$ cat src/rtl/demux_dispatch_1x4.sv
// Registered 1-to-4 stream dispatcher: each accepted word lands in one output slot,
// chosen by in_sel or by an internal round-robin pointer, with per-slot valid/ready.
module demux_dispatch_1x4 #(
    parameter int WIDTH   = 8,
    parameter int RR_MODE = 0
) (
    input  logic             clk,
    input  logic             rst,
    input  logic             in_valid,
    output logic             in_ready,
    input  logic [WIDTH-1:0] in_data,
    input  logic [1:0]       in_sel,
    output logic [3:0]       out_valid,
    input  logic [3:0]       out_ready,
    output logic [WIDTH-1:0] out_data0,
    output logic [WIDTH-1:0] out_data1,
    output logic [WIDTH-1:0] out_data2,
    output logic [WIDTH-1:0] out_data3,
    output logic [15:0]      accept_count
);

    logic [1:0]       rr_ptr_q, rr_ptr_d;
    logic [3:0]       out_valid_q, out_valid_d;
    logic [WIDTH-1:0] slot_q [4];
    logic [WIDTH-1:0] slot_d [4];
    logic [15:0]      count_q, count_d;
    logic [1:0]       dest;
    logic             accept;

    always_comb begin
        dest = (RR_MODE != 0) ? rr_ptr_q : in_sel;
    end

    // A slot can take a new word when empty or when its current word leaves this same edge.
    assign in_ready = ~rst & (~out_valid_q[dest] | out_ready[dest]);
    assign accept   = in_valid & in_ready;

    always_comb begin
        out_valid_d = out_valid_q & ~out_ready;
        for (int k = 0; k < 4; k++) begin
            slot_d[k] = slot_q[k];
        end
        rr_ptr_d = rr_ptr_q;
        count_d  = count_q;
        if (accept) begin
            out_valid_d[dest] = 1'b1;
            slot_d[dest]      = in_data;
            rr_ptr_d          = rr_ptr_q + 2'd1;
            if (count_q != 16'hFFFF) begin
                count_d = count_q + 16'd1;
            end
        end
    end

    always_ff @(posedge clk) begin
        if (rst) begin
            out_valid_q <= 4'b0000;
            rr_ptr_q    <= 2'd0;
            count_q     <= 16'd0;
            for (int k = 0; k < 4; k++) begin
                slot_q[k] <= '0;
            end
        end else begin
            out_valid_q <= out_valid_d;
            rr_ptr_q    <= rr_ptr_d;
            count_q     <= count_d;
            for (int k = 0; k < 4; k++) begin
                slot_q[k] <= slot_d[k];
            end
        end
    end

    assign out_valid    = out_valid_q;
    assign out_data0    = slot_q[0];
    assign out_data1    = slot_q[1];
    assign out_data2    = slot_q[2];
    assign out_data3    = slot_q[3];
    assign accept_count = count_q;

endmodule

$ cat config.mk
export PLATFORM = sky130hd
export DESIGN_NAME = demux_dispatch_1x4
export DESIGN_NICKNAME = d
export VERILOG_FILES = /design/src/rtl/demux_dispatch_1x4.sv
export SDC_FILE = /design/constraint.sdc
export NUM_CORES = 1
export LEC_CHECK = 0
export ABC_AREA = 0
export BUFFER_PORTS_ARGS = -buffer_cell sky130_fd_sc_hd__clkbuf_2
export CAP_MARGIN = 10
export CORE_ASPECT_RATIO = 1.4
export CORE_MARGIN = 1.5
export CORE_UTILIZATION = 50
export DETAILED_ROUTE_END_ITERATION = 10
export GPL_TIMING_DRIVEN = 0
export PLACE_DENSITY = 0.75
export RECOVER_POWER = 25
export SLEW_MARGIN = 10
export SYNTH_ARGS = -nofsm -noshare
export SYNTH_HDL_FRONTEND = slang
export SYNTH_SLANG_ARGS = --single-unit
$ cat constraint.sdc
create_clock -name clk -period 5.19 [get_ports clk]
set_input_delay 0.7785 -clock clk [delete_from_list [all_inputs] [get_ports clk]]
set_output_delay 0.7785 -clock clk [all_outputs]
set_load 0.1 [all_outputs]
### Yosys cells after proc, flatten, opt, wreduce, memory -nomap -nowiden

Memories as Yosys holds them, arrays and structs flattened.
Cells that the tools add are included.

| storage, ports and cells | value |
|---|---|
| register bits | 20 |
| RAM bits | 32 |
| memories | 1 |
| bits of input ports | 17 |
| word-level logic and storage cells | 43 |

Memories:

| memory | depth | bits a word | read ports | clocked after Yosys merged registers in | wr ports | RTL line | RTL |
|---|---|---|---|---|---|---|---|
| slot_q | 4 | 8 | 4 | 0 | 4 | 24 | `logic [WIDTH-1:0] slot_q [4];` |

| operators by class | value |
|---|---|
| order comparisons | 4 |
| equality and inequality tests | 1 |
| $add $sub $neg | 1 |
| reductions and logical operators | 3 |
| bitwise logic cells | 13 |
| multiplexer cells | 18 |

Operators by type and width:

| cell | count |
|---|---|
| 2-to-1 mux 8 bit | 5 |
| bitwise mux 32 bit | 1 |
| 2-to-1 mux 32 bit | 1 |
| adder 16 x 1 -> 16 bit (second input constant) | 1 |
| demux 8 bit (select 2 bit) | 1 |
| != test 16 bit (second input constant) | 1 |
| 2-to-1 mux 1 bit | 6 |
| OR 1 bit | 5 |
| bitwise AND 4 bit | 1 |
| binary-select mux 1 bit (select 2 bit) | 2 |
| 2-to-1 mux 4 bit | 1 |
| inverter 4 bit | 1 |
| OR 4 bit | 1 |
| greater-or-equal comparator 3 bit (second input constant) | 1 |
| < comparator 2 x 3 -> 1 bit (second input constant) | 1 |
| < comparator 3 x 1 -> 1 bit (second input constant) | 1 |
| inverter 2 -> 3 bit | 1 |
| bitwise AND 1 bit | 2 |
| demux 1 bit (select 2 bit) | 1 |
| greater-or-equal comparator 2 x 1 -> 1 bit (second input constant) | 1 |
| logical AND 1 bit | 2 |
| inverter 1 bit | 2 |
| AND reduction 2 bit | 1 |

### Longest topological paths before layout

Gate-level depths: netlist (run 1).

| depth | value |
|---|---|
| depth after elaboration | 8 |
| mapped depth | 8 |

### Worst setup path before layout (run 1)

Ideal clock, no wire load.

| timing path | value |
|---|---|
| kind | flip-flop to output port |
| start | reg out_valid_q[1], in the netlist out_valid[1] |
| end | out in_ready |
| path slack | 1.693 ns |
| data arrival time | 2.718 ns |
| cell stages (with the launch flop) | 4 |
| buffers on the path | 0 |
| cells stage by stage | dfxtp_1 nor2b_1 mux4_2 nor2_1 |

| between the ends | value |
|---|---|
| word-level cells in the longest chain between the ends | 5 |

Ends and longest elaborated chain:

| item | RTL line | RTL |
|---|---|---|
| from (decl) | 23 | `logic [3:0] out_valid_q, out_valid_d;` |
| from (signal assigned) | 64 | `out_valid_q <= out_valid_d;` |
| binary-select mux 1 bit (select 2 bit) | 35 | `assign in_ready = ~rst & (~out_valid_q[dest] \| out_ready[dest]);` |
| 2-to-1 mux 1 bit (implied by the code) | 35 |  |
| inverter 1 bit | 35 |  |
| OR 1 bit | 35 |  |
| bitwise AND 1 bit | 35 |  |
| to (decl) | 10 | `output logic in_ready,` |

Every way passes these cells. The select of a mux whose other input is x is not followed.

### Final worst setup path (run 1)

| timing path | value |
|---|---|
| start | in in_sel[1] |
| end | out in_ready |

| between the ends | value |
|---|---|
| word-level cells in the longest chain between the ends | 5 |

Ends and longest elaborated chain:

| item | RTL line | RTL |
|---|---|---|
| from (decl) | 12 | `input logic [1:0] in_sel,` |
| binary-select mux 1 bit (select 2 bit) | 35 |  |
| 2-to-1 mux 1 bit (implied by the code) | 35 |  |
| inverter 1 bit | 35 |  |
| OR 1 bit * | 35 |  |
| bitwise AND 1 bit * | 35 |  |

Mark *: on every way between the ends. The rest lies on a longest branch, timed or not. The select of a mux whose other input is x is not followed.

==> results of run 1 <==
==> cells by family (layout without fill, tap and decap cells) <==
family	after synthesis	count (layout)	synth area share
buffers and inverters	18	93	0.0358
and+or+nand+nor	92	92	0.218
DFF	52	52	0.488
adders and majority gates	1	1	0.00587
xor gates and xnor gates	3	3	0.0123
muxes	37	37	0.180
AOI/OAI and AO/OA	21	21	0.0599
==> power groups by stage <==
stage	sequential, W	clock, W	combinational [W]
floorplan	0.000470	0	0.0000309
global placement	0.000419	0	0.000105
detailed placement	0.000419	0	0.000105
CTS	0.000410	0.000222	0.000106
global route	0.000411	0.000235	0.000110
finish	0.000410	0.000216	0.000104
==> worst paths after layout <==
kind                            slack [ps]                      endpoint
worst max-delay path                  2180                      in_ready
worst min-delay path                   500     slot_q[1][6]$_SDFFE_PP0P_
worst max register to register        2920  accept_count[9]$_SDFFE_PP0P_
worst min register to register         500     slot_q[1][6]$_SDFFE_PP0P_
==> layout by cell type, fill, tap and decap left out, drive strengths merged, types with 2 or more instances in the layout <==
cell     n
or3      4
and3     2
inv      4
xnor2    2
nand4    4
buf      3
dfxtp   52
or4      6
and2     2
mux2i   36
nor4b    3
nor2    46
a21oi   10
nand2    7
nand3    5
nor4     3
o21ai    3
clkbuf  85
nand2b   3
o31ai    6
nor2b    4
==> per-stage QoR <==
step                      power (W)   util  setup slack (ps)  cells
after floorplan            0.000501      -              1690    224
after CTS                  0.000738  0.648              2270    342
final                      0.000730  0.640              2180    342
after global routing       0.000756  0.640              2120    342
after detailed placement   0.000525  0.628              2270    335
after global placement     0.000524  0.628              2270    335
==> metal layers <==
metal	vias to the layer above	part of all wire	track usage
li1	927	-	-
met1	841	0.42	0.247
met2	59	0.50	0.351
met3	8	0.062	0.0660
met4	0	0.018	0.0814
met5	-	0	0
==> worst max-delay path, delay by kind of cell <==
kind / cells / cell delay, ps
buffers and inverters: 2 / 680
muxes: 1 / 610
and+or+nand+nor: 1 / 160
==> flip-flops by register name, indices dropped and copies added (netlist names) <==
register      count
accept_count     16
out_valid         4
slot_q           32
==> cell type report <==
| cell class | count | area [sq um] |
|---|---|---|
| well taps | 43 | 53.8 |
| fillers | 371 | 1450 |
| repair buffers | 68 | 308 |
| flip-flops and latches | 52 | 1040 |
| inverters | 4 | 15.0 |
| clock buffers | 6 | 72.6 |
| plain buffers | 14 | 61.3 |
| clock inverters | 1 | 5.00 |
| multi-input cells | 154 | 1010 |
==> results.toml, run 1 <==
[finish]
fin_area_sq_um = 2570
diodes = 0
drive_above_1_share = 0.174
nNetsFinal = 317
area_delta_synth_final_pct = 20.6

[synth]
synth_top_cell_by_area = "dfxtp_1"
syn_area_sq_um = 2130
synth_common_cells = "dfxtp_1 (52), nor2_1 (46), mux2i_1 (36)"
syn_inst = 224
synth_most_common_cell = "dfxtp_1"
ys_seq_area_frac = 0.488
synth_area_leaders = "dfxtp_1 (49%), mux2i_1 (17%), nor2_1 (8.1%), a21oi_1 (2.3%), o31ai_1 (2.1%)"
synth-edff-count = 0
synth_fp_nets = 242
synth_cell_types = 33
ys_ff_latch = 52
ys.flop_type = "dfxtp_1"
yosys.area.top_type_share = 0.488
postSynthAreaPerCell_sq_um = 9.52
synth-async-reset-ratio = 0
yosysWarningCount = 0

[sta]
finClkSkew_ps = 2.45
max_slew_margin = 0.196
period_share = 0.580
worstMarginPinSlew_ps = 1210
final-setup-viol-count = 0
finalMaxSlewViolations = 0
setup_tns_ps = 0
period_minus_slack_ps = 3010
hold_viol = 0
rsz0062_at_grt = "no"
fin_hold_ws_ps = 497
max_freq_mhz = 332

[setup_path]
reg2regPathDepth = 6
critical_path.max_fanout = 6
critPathLaunch = "in_sel[1]"
r2r_start = "out_valid[3]$_SDFF_PP0_"
slowest_stage = "mux4_2"
cp-start-kind = "primary input"
arrival_ps = 2230
crit_path_max_incr_delay_ps = 610
path_class = "in -> out"
crit_chain = "clkbuf_1, mux4_2, nor2_1, clkbuf_2"
required_ps = 4410
endpoint_kind = "output pin"

[clock_tree]
cts_buffers = 5
root_buffer = "clkbuf_8"
postCtsHoldBufs = 0
cts_tree = "built"
cts_sinks = 52
clk_path_buf_depth = 2
post_cts.repair.setup_buffers = 0
htree_levels = 2
post_cts.resized_instances = 0
clk_pin_slew_ps = 80
clk_latency_ps = 300

[drt]
vias = 1835
detail_route.wirelength_um = 4780
drtIter0Drc = 95
wl_per_cell_um = 14.0
firstDrtPassIters = 7
post-route-drc-count = 2
drt.antenna.violating_nets = 0
viasPerCell = 5.37

[job]
maxCapViolations = 0

[power]
p_sw_frac = 0.289
p_sw_w = 0.000211
peakVddDrop_v = 0.000220
p_clk_frac = 0.296
p_per_area_nw_per_um2 = 284
combPwrFrac = 0.142
seq_power_share = 0.562
p_leak_nw = 1.08
power.internal_w = 0.000519

[placed_design]
place_area_sq_um = 2530
dpl.hpwl_um = 3600
io_buffers = 68
place_congestion = 0.794

[die]
dieArea_sq_um = 4670
coreArea_sq_um = 4020
start_util = 0.530
ioPinCount = 70
fp.dieW_um = 58.2
rows = 27
die_h_um = 80.3

[grt]
antenna_found_initial = 0
grt-ovfl-total = 0
grt_max_degree = 15
grt_pass1_vias = 1661
grt_pass1_wl_um = 7580
grt_usage = 0.210

[run_status]
violations = "design-rule violations"
status = "finished, violations left"

[min_path]
min_path_cells = 2
hold_class = "reg -> reg"
hold_start = "slot_q[1][6]$_SDFFE_PP0P_"
Power figures use the tool's default switching activity.
==> run 2: changes to the inputs <==
--- a/config.mk
+++ b/config.mk
@@ -5,15 +5,15 @@
 export SDC_FILE = /design/constraint.sdc
 export NUM_CORES = 1
 export LEC_CHECK = 0
-export ABC_AREA = 0
+export ABC_AREA = 1
 export BUFFER_PORTS_ARGS = -buffer_cell sky130_fd_sc_hd__clkbuf_2
 export CAP_MARGIN = 10
 export CORE_ASPECT_RATIO = 1.4
 export CORE_MARGIN = 1.5
-export CORE_UTILIZATION = 50
+export CORE_UTILIZATION = 47
 export DETAILED_ROUTE_END_ITERATION = 10
 export GPL_TIMING_DRIVEN = 0
-export PLACE_DENSITY = 0.75
+export PLACE_DENSITY = 0.72
 export RECOVER_POWER = 25
 export SLEW_MARGIN = 10
 export SYNTH_ARGS = -nofsm -noshare
==> constraint.sdc (replaced) <==
create_clock -name clk -period 2.55 [get_ports clk]
set_input_delay 0.3825 -clock clk [delete_from_list [all_inputs] [get_ports clk]]
set_output_delay 0.3825 -clock clk [all_outputs]
set_load 0.1 [all_outputs]
==> results.toml, run 2 <==
[power]
p_leak_nw = 1.52
p_per_area_nw_per_um2 = 566
peakVddDrop_v = 0.000325

[sta]
max_slew_margin = 0.193
period_minus_slack_ps = 1930
setup_tns_ps = 0
fin_hold_ws_ps = 336
period_share = 0.756
finClkSkew_ps = 11.6
hold_viol = 0
finalMaxSlewViolations = 0
final-setup-viol-count = 0
max_freq_mhz = 519
rsz0062_at_grt = "no"
worstMarginPinSlew_ps = 1220

[clock_tree]
post_cts.resized_instances = 0
postCtsHoldBufs = 0
post_cts.repair.setup_buffers = 0
clk_latency_ps = 310
cts_sinks = 52
htree_levels = 2
clk_path_buf_depth = 2
clk_pin_slew_ps = 100
root_buffer = "clkbuf_8"
cts_buffers = 5
cts_tree = "built"

[synth]
yosys.area.top_type_share = 0.420
synth_common_cells = "nand2_1 (133), nor2_1 (122), dfxtp_1 (52)"
syn_area_sq_um = 2480
synth_most_common_cell = "nand2_1"
synth_cell_types = 19
synth_fp_nets = 415
syn_inst = 397
postSynthAreaPerCell_sq_um = 6.25
ys_seq_area_frac = 0.420
ys_ff_latch = 52
synth-async-reset-ratio = 0
synth-edff-count = 0
yosysWarningCount = 0
synth_area_leaders = "dfxtp_1 (42%), nand2_1 (20%), nor2_1 (18%), inv_1 (6.8%), nand3_1 (2.0%)"
ys.flop_type = "dfxtp_1"
synth_top_cell_by_area = "dfxtp_1"

[die]
coreArea_sq_um = 5120
dieArea_sq_um = 5730
die_h_um = 88.9
start_util = 0.484
fp.dieW_um = 64.4
ioPinCount = 70
rows = 31

[grt]
grt_usage = 0.212
grt-ovfl-total = 0
grt_max_degree = 16
use_met3 = 0.0542
antenna_found_initial = 0
use_met1 = 0.224
grt_use_met2 = 0.417
busiest_layer = "met2"
grt_pass1_wl_um = 9550
grt_pass1_vias = 2198

[setup_path]
cp_num_buf_inv = 1
slowest_stage = "clkbuf_1"
required_ps = 2170
crit_family = "buffers and inverters"
critical_path.max_fanout = 2
rrSetupSlack_ps = 660
cp-start-kind = "flop"
arrival_ps = 1540
endpoint_kind = "output pin"
crit_chain = "clkbuf_1"
path_class = "reg -> out"
crit_path_max_incr_delay_ps = 900

[min_path]
hold_class = "in -> reg"

[placed_design]
dpl.hpwl_um = 4410
io_buffers = 67
place_congestion = 0.805
place_area_sq_um = 2900
dp_cells = 530

[finish]
area_delta_synth_final_pct = 19.5
max_flop_register = "slot_q"
nNetsFinal = 489
diodes = 0
final_cell_mix = "nand2_1 (133), nor2_1 (122), dfxtp_1 (52)"
utilization = 0.579
mostFrequentLayoutCell = "nand2_1"
largest_register_ffs = 32
fin_area_sq_um = 2960
drive_above_1_share = 0.148
fin_cells = 538
nFillCells = 564

[drt]
post-route-drc-count = 0
vias = 2460
firstDrtPassIters = 4
detail_route.wirelength_um = 5800
viasPerCell = 4.57
wl_per_cell_um = 10.8
drtIter0Drc = 91
drt.antenna.violating_nets = 0

[job]
maxCapViolations = 0

[run_status]
status = "finished clean"
==> run 2: cell count changes after synthesis, moves of 4 or more <==
cell / previous run / this run
nor2b_1: 4 / 0
buf_2: 1 / 6
inv_1: 4 / 45
nor2_1: 46 / 122
nand2_1: 7 / 133
o31ai_1: 6 / 0
or4_1: 6 / 0
clkbuf_1: 11 / 3
nand3_1: 5 / 10
mux2i_1: 36 / 0
a21oi_1: 10 / 5
==> run 2: cell type report <==
| cell class | count | area [sq um] | area share |
|---|---|---|---|
| flip-flops and latches | 52 | 1040 | 0.351 |
| inverters | 48 | 180 | 0.0608 |
| clock buffers | 7 | 86.3 | 0.0291 |
| multi-input cells | 284 | 1180 | 0.399 |
| clock inverters | 1 | 7.51 | 0.00253 |
| plain buffers | 13 | 76.3 | 0.0258 |
| repair buffers | 67 | 305 | 0.103 |
| well taps | 66 | 82.6 | 0.0279 |
==> run 2: power breakdown <==
group          internal [W]  switching [W]  total (W)
Combinational     0.0000570       0.000273   0.000330
Clock              0.000221       0.000278   0.000499
Sequential         0.000835      0.0000139   0.000849
==> run 2: logic make-up (layout without fill, tap and decap cells) <==
group                      count (synthesis)  count (layout)  synth area share
AOI/OAI and AO/OA                          5               5            0.0101
and+or+nand+nor                          277             277             0.457
buffers and inverters                     61             136             0.104
adders and majority gates                  1               1           0.00504
xor gates and xnor gates                   1               1           0.00353
DFF                                       52              52             0.420
==> run 2: stage by stage <==
stage	power, W	setup WS (ps)
4_1_cts	0.00170	623
5_1_grt	0.00175	362
3_5_place_dp	0.00120	700
3_3_place_gp	0.00120	710
6_report	0.00168	623
2_1_floorplan	0.00114	194
==> run 2: per-layer routing <==
layer  up-vias  share of wire
met5         -              0
met4         0         0.0081
met3         6          0.050
met2        53           0.53
met1      1081           0.41
li1       1320              -
==> run 2: final timing paths <==
kind,startpoint,endpoint,depth (start not counted)
hold reg to reg,out_valid[1]$_SDFF_PP0_,out_valid[1]$_SDFF_PP0_,2
setup reg to reg,accept_count[1]$_SDFFE_PP0P_,accept_count[7]$_SDFFE_PP0P_,10
hold / removal,rst,out_valid[1]$_SDFF_PP0_,2
setup / recovery,slot_q[0][5]$_SDFFE_PP0P_,out_data0[5],1
==> run 3: changes to the inputs <==
==> constraint.sdc (replaced) <==
create_clock -name clk -period 1.7 [get_ports clk]
set_input_delay 0.255 -clock clk [delete_from_list [all_inputs] [get_ports clk]]
set_output_delay 0.255 -clock clk [all_outputs]
set_load 0.1 [all_outputs]
==> results.toml, run 3 (synthesized netlist as in run 2, its figures left out) <==
[finish]
final_cell_mix = "nand2_1 (133), nor2_1 (119), clkbuf_2 (66)"
mostFrequentLayoutCell = "nand2_1"
register_area_sq_um = 1070
utilization = 0.599
multi_input_area_sq_um = 1220
nFillCells = 544
diodes = 0
nNetsFinal = 490
area_delta_synth_final_pct = 23.8
drive_above_1_share = 0.247
fin_cells = 539
max_flop_register = "slot_q"
largest_register_ffs = 32

[drt]
firstDrtPassIters = 4
viasPerCell = 4.58
wl_per_cell_um = 10.8
post-route-drc-count = 0
vias = 2471
detail_route.wirelength_um = 5820
drt.antenna.violating_nets = 0
drtIter0Drc = 91

[setup_path]
critical_path.max_fanout = 3
endpoint_kind = "output pin"
path_class = "reg -> out"
arrival_ps = 1350
cp-start-kind = "flop"
required_ps = 1440

[die]
dieArea_sq_um = 5730
rows = 31
start_util = 0.484
ioPinCount = 70
coreArea_sq_um = 5120
fp.dieW_um = 64.4
die_h_um = 88.9

[clock_tree]
postCtsHoldBufs = 0
clk_path_buf_depth = 2
cts_sinks = 52
cts_tree = "built"
clk_latency_ps = 310
clk_pin_slew_ps = 90
root_buffer = "clkbuf_8"
htree_levels = 2
cts_buffers = 5

[placed_design]
place_congestion = 0.819
io_buffers = 67
dp_cells = 530
dpl.hpwl_um = 4510

[sta]
max_slew_margin = 0.630
final-setup-viol-count = 0
period_share = 0.943
period_minus_slack_ps = 1600
rsz0062_at_grt = "no"
setup_tns_ps = 0
hold_viol = 0
fin_hold_ws_ps = 212
worstMarginPinSlew_ps = 557
max_freq_mhz = 624
finClkSkew_ps = 6.51
finalMaxSlewViolations = 0

[grt]
grt-ovfl-total = 0
grt_max_degree = 16
grt_pass1_wl_um = 9900
grt_usage = 0.221
grt_pass1_vias = 2329
antenna_found_initial = 0

[power]
p_leak_nw = 1.62
p_per_area_nw_per_um2 = 808
peakVddDrop_v = 0.000486

[run_status]
status = "finished clean"

[job]
maxCapViolations = 0

[min_path]
hold_class = "in -> reg"
[run 3: path summary, 6_finish.rpt]
check	startpoint	end	slack [ps]	cells past startpoint
worst min-delay path	out_ready[2]	out_valid[2]$_SDFF_PP0_	210	4
worst min register to register	out_valid[2]$_SDFF_PP0_	out_valid[2]$_SDFF_PP0_	490	2
worst max-delay path	out_valid[3]$_SDFF_PP0_	in_ready	100	6
worst max register to register	accept_count[0]$_SDFFE_PP0P_	accept_count[7]$_SDFFE_PP0P_	160	10
[run 3: worst max-delay path: stages (launching register included)]
cell and delay (ps):
dfxtp_1 340, nand2_1 60, nand2_1 50, nand2_1 50, nand2_1 130, a21oi_4 180
buf_6 230
[run 3: layer usage]
layer / global-route usage / wire, um / vias up
met5: 0 / 0 / -
met3: 0.0554 / 281 / 8
met4: 0.0793 / 91 / 0
met1: 0.222 / 2260 / 1091
li1: - / - / 1321
met2: 0.438 / 3180 / 51
[run 3: layout make-up]
cell class                      count  share of cell area
Buffer                             13              0.0265
Tap cell                           66              0.0269
Timing Repair Buffer               68               0.114
Clock buffer                        7              0.0249
Clock inverter                      1             0.00285
Sequential cell                    52               0.350
Multi-Input combinational cell    284               0.396
Inverter                           48              0.0587
[run 3: through the flow]
step	setup WS [ps]	cell area, sq um	total power (W)
CTS	3.75	3050	0.00250
floorplan	7.79	2550	0.00170
detailed placement	56.5	2970	0.00180
global route	0.0957	3070	0.00259
global placement	68.4	2970	0.00180
finish	97.5	3070	0.00248
[run 3: where the power goes]
group | switching (W) | internal (W)
registers | 0.0000231 | 0.00125
clock network | 0.000409 | 0.000295
logic | 0.000409 | 0.0000944
total | 0.000841 | 0.00164
[run 3: timing repair]
action / CTS / global route
resized for setup: 1 / 6
pin swaps: 0 / 1
endpoints found under the setup margin: 1 / 14
setup buffers: 0 / 1
cloned: 0 / 0
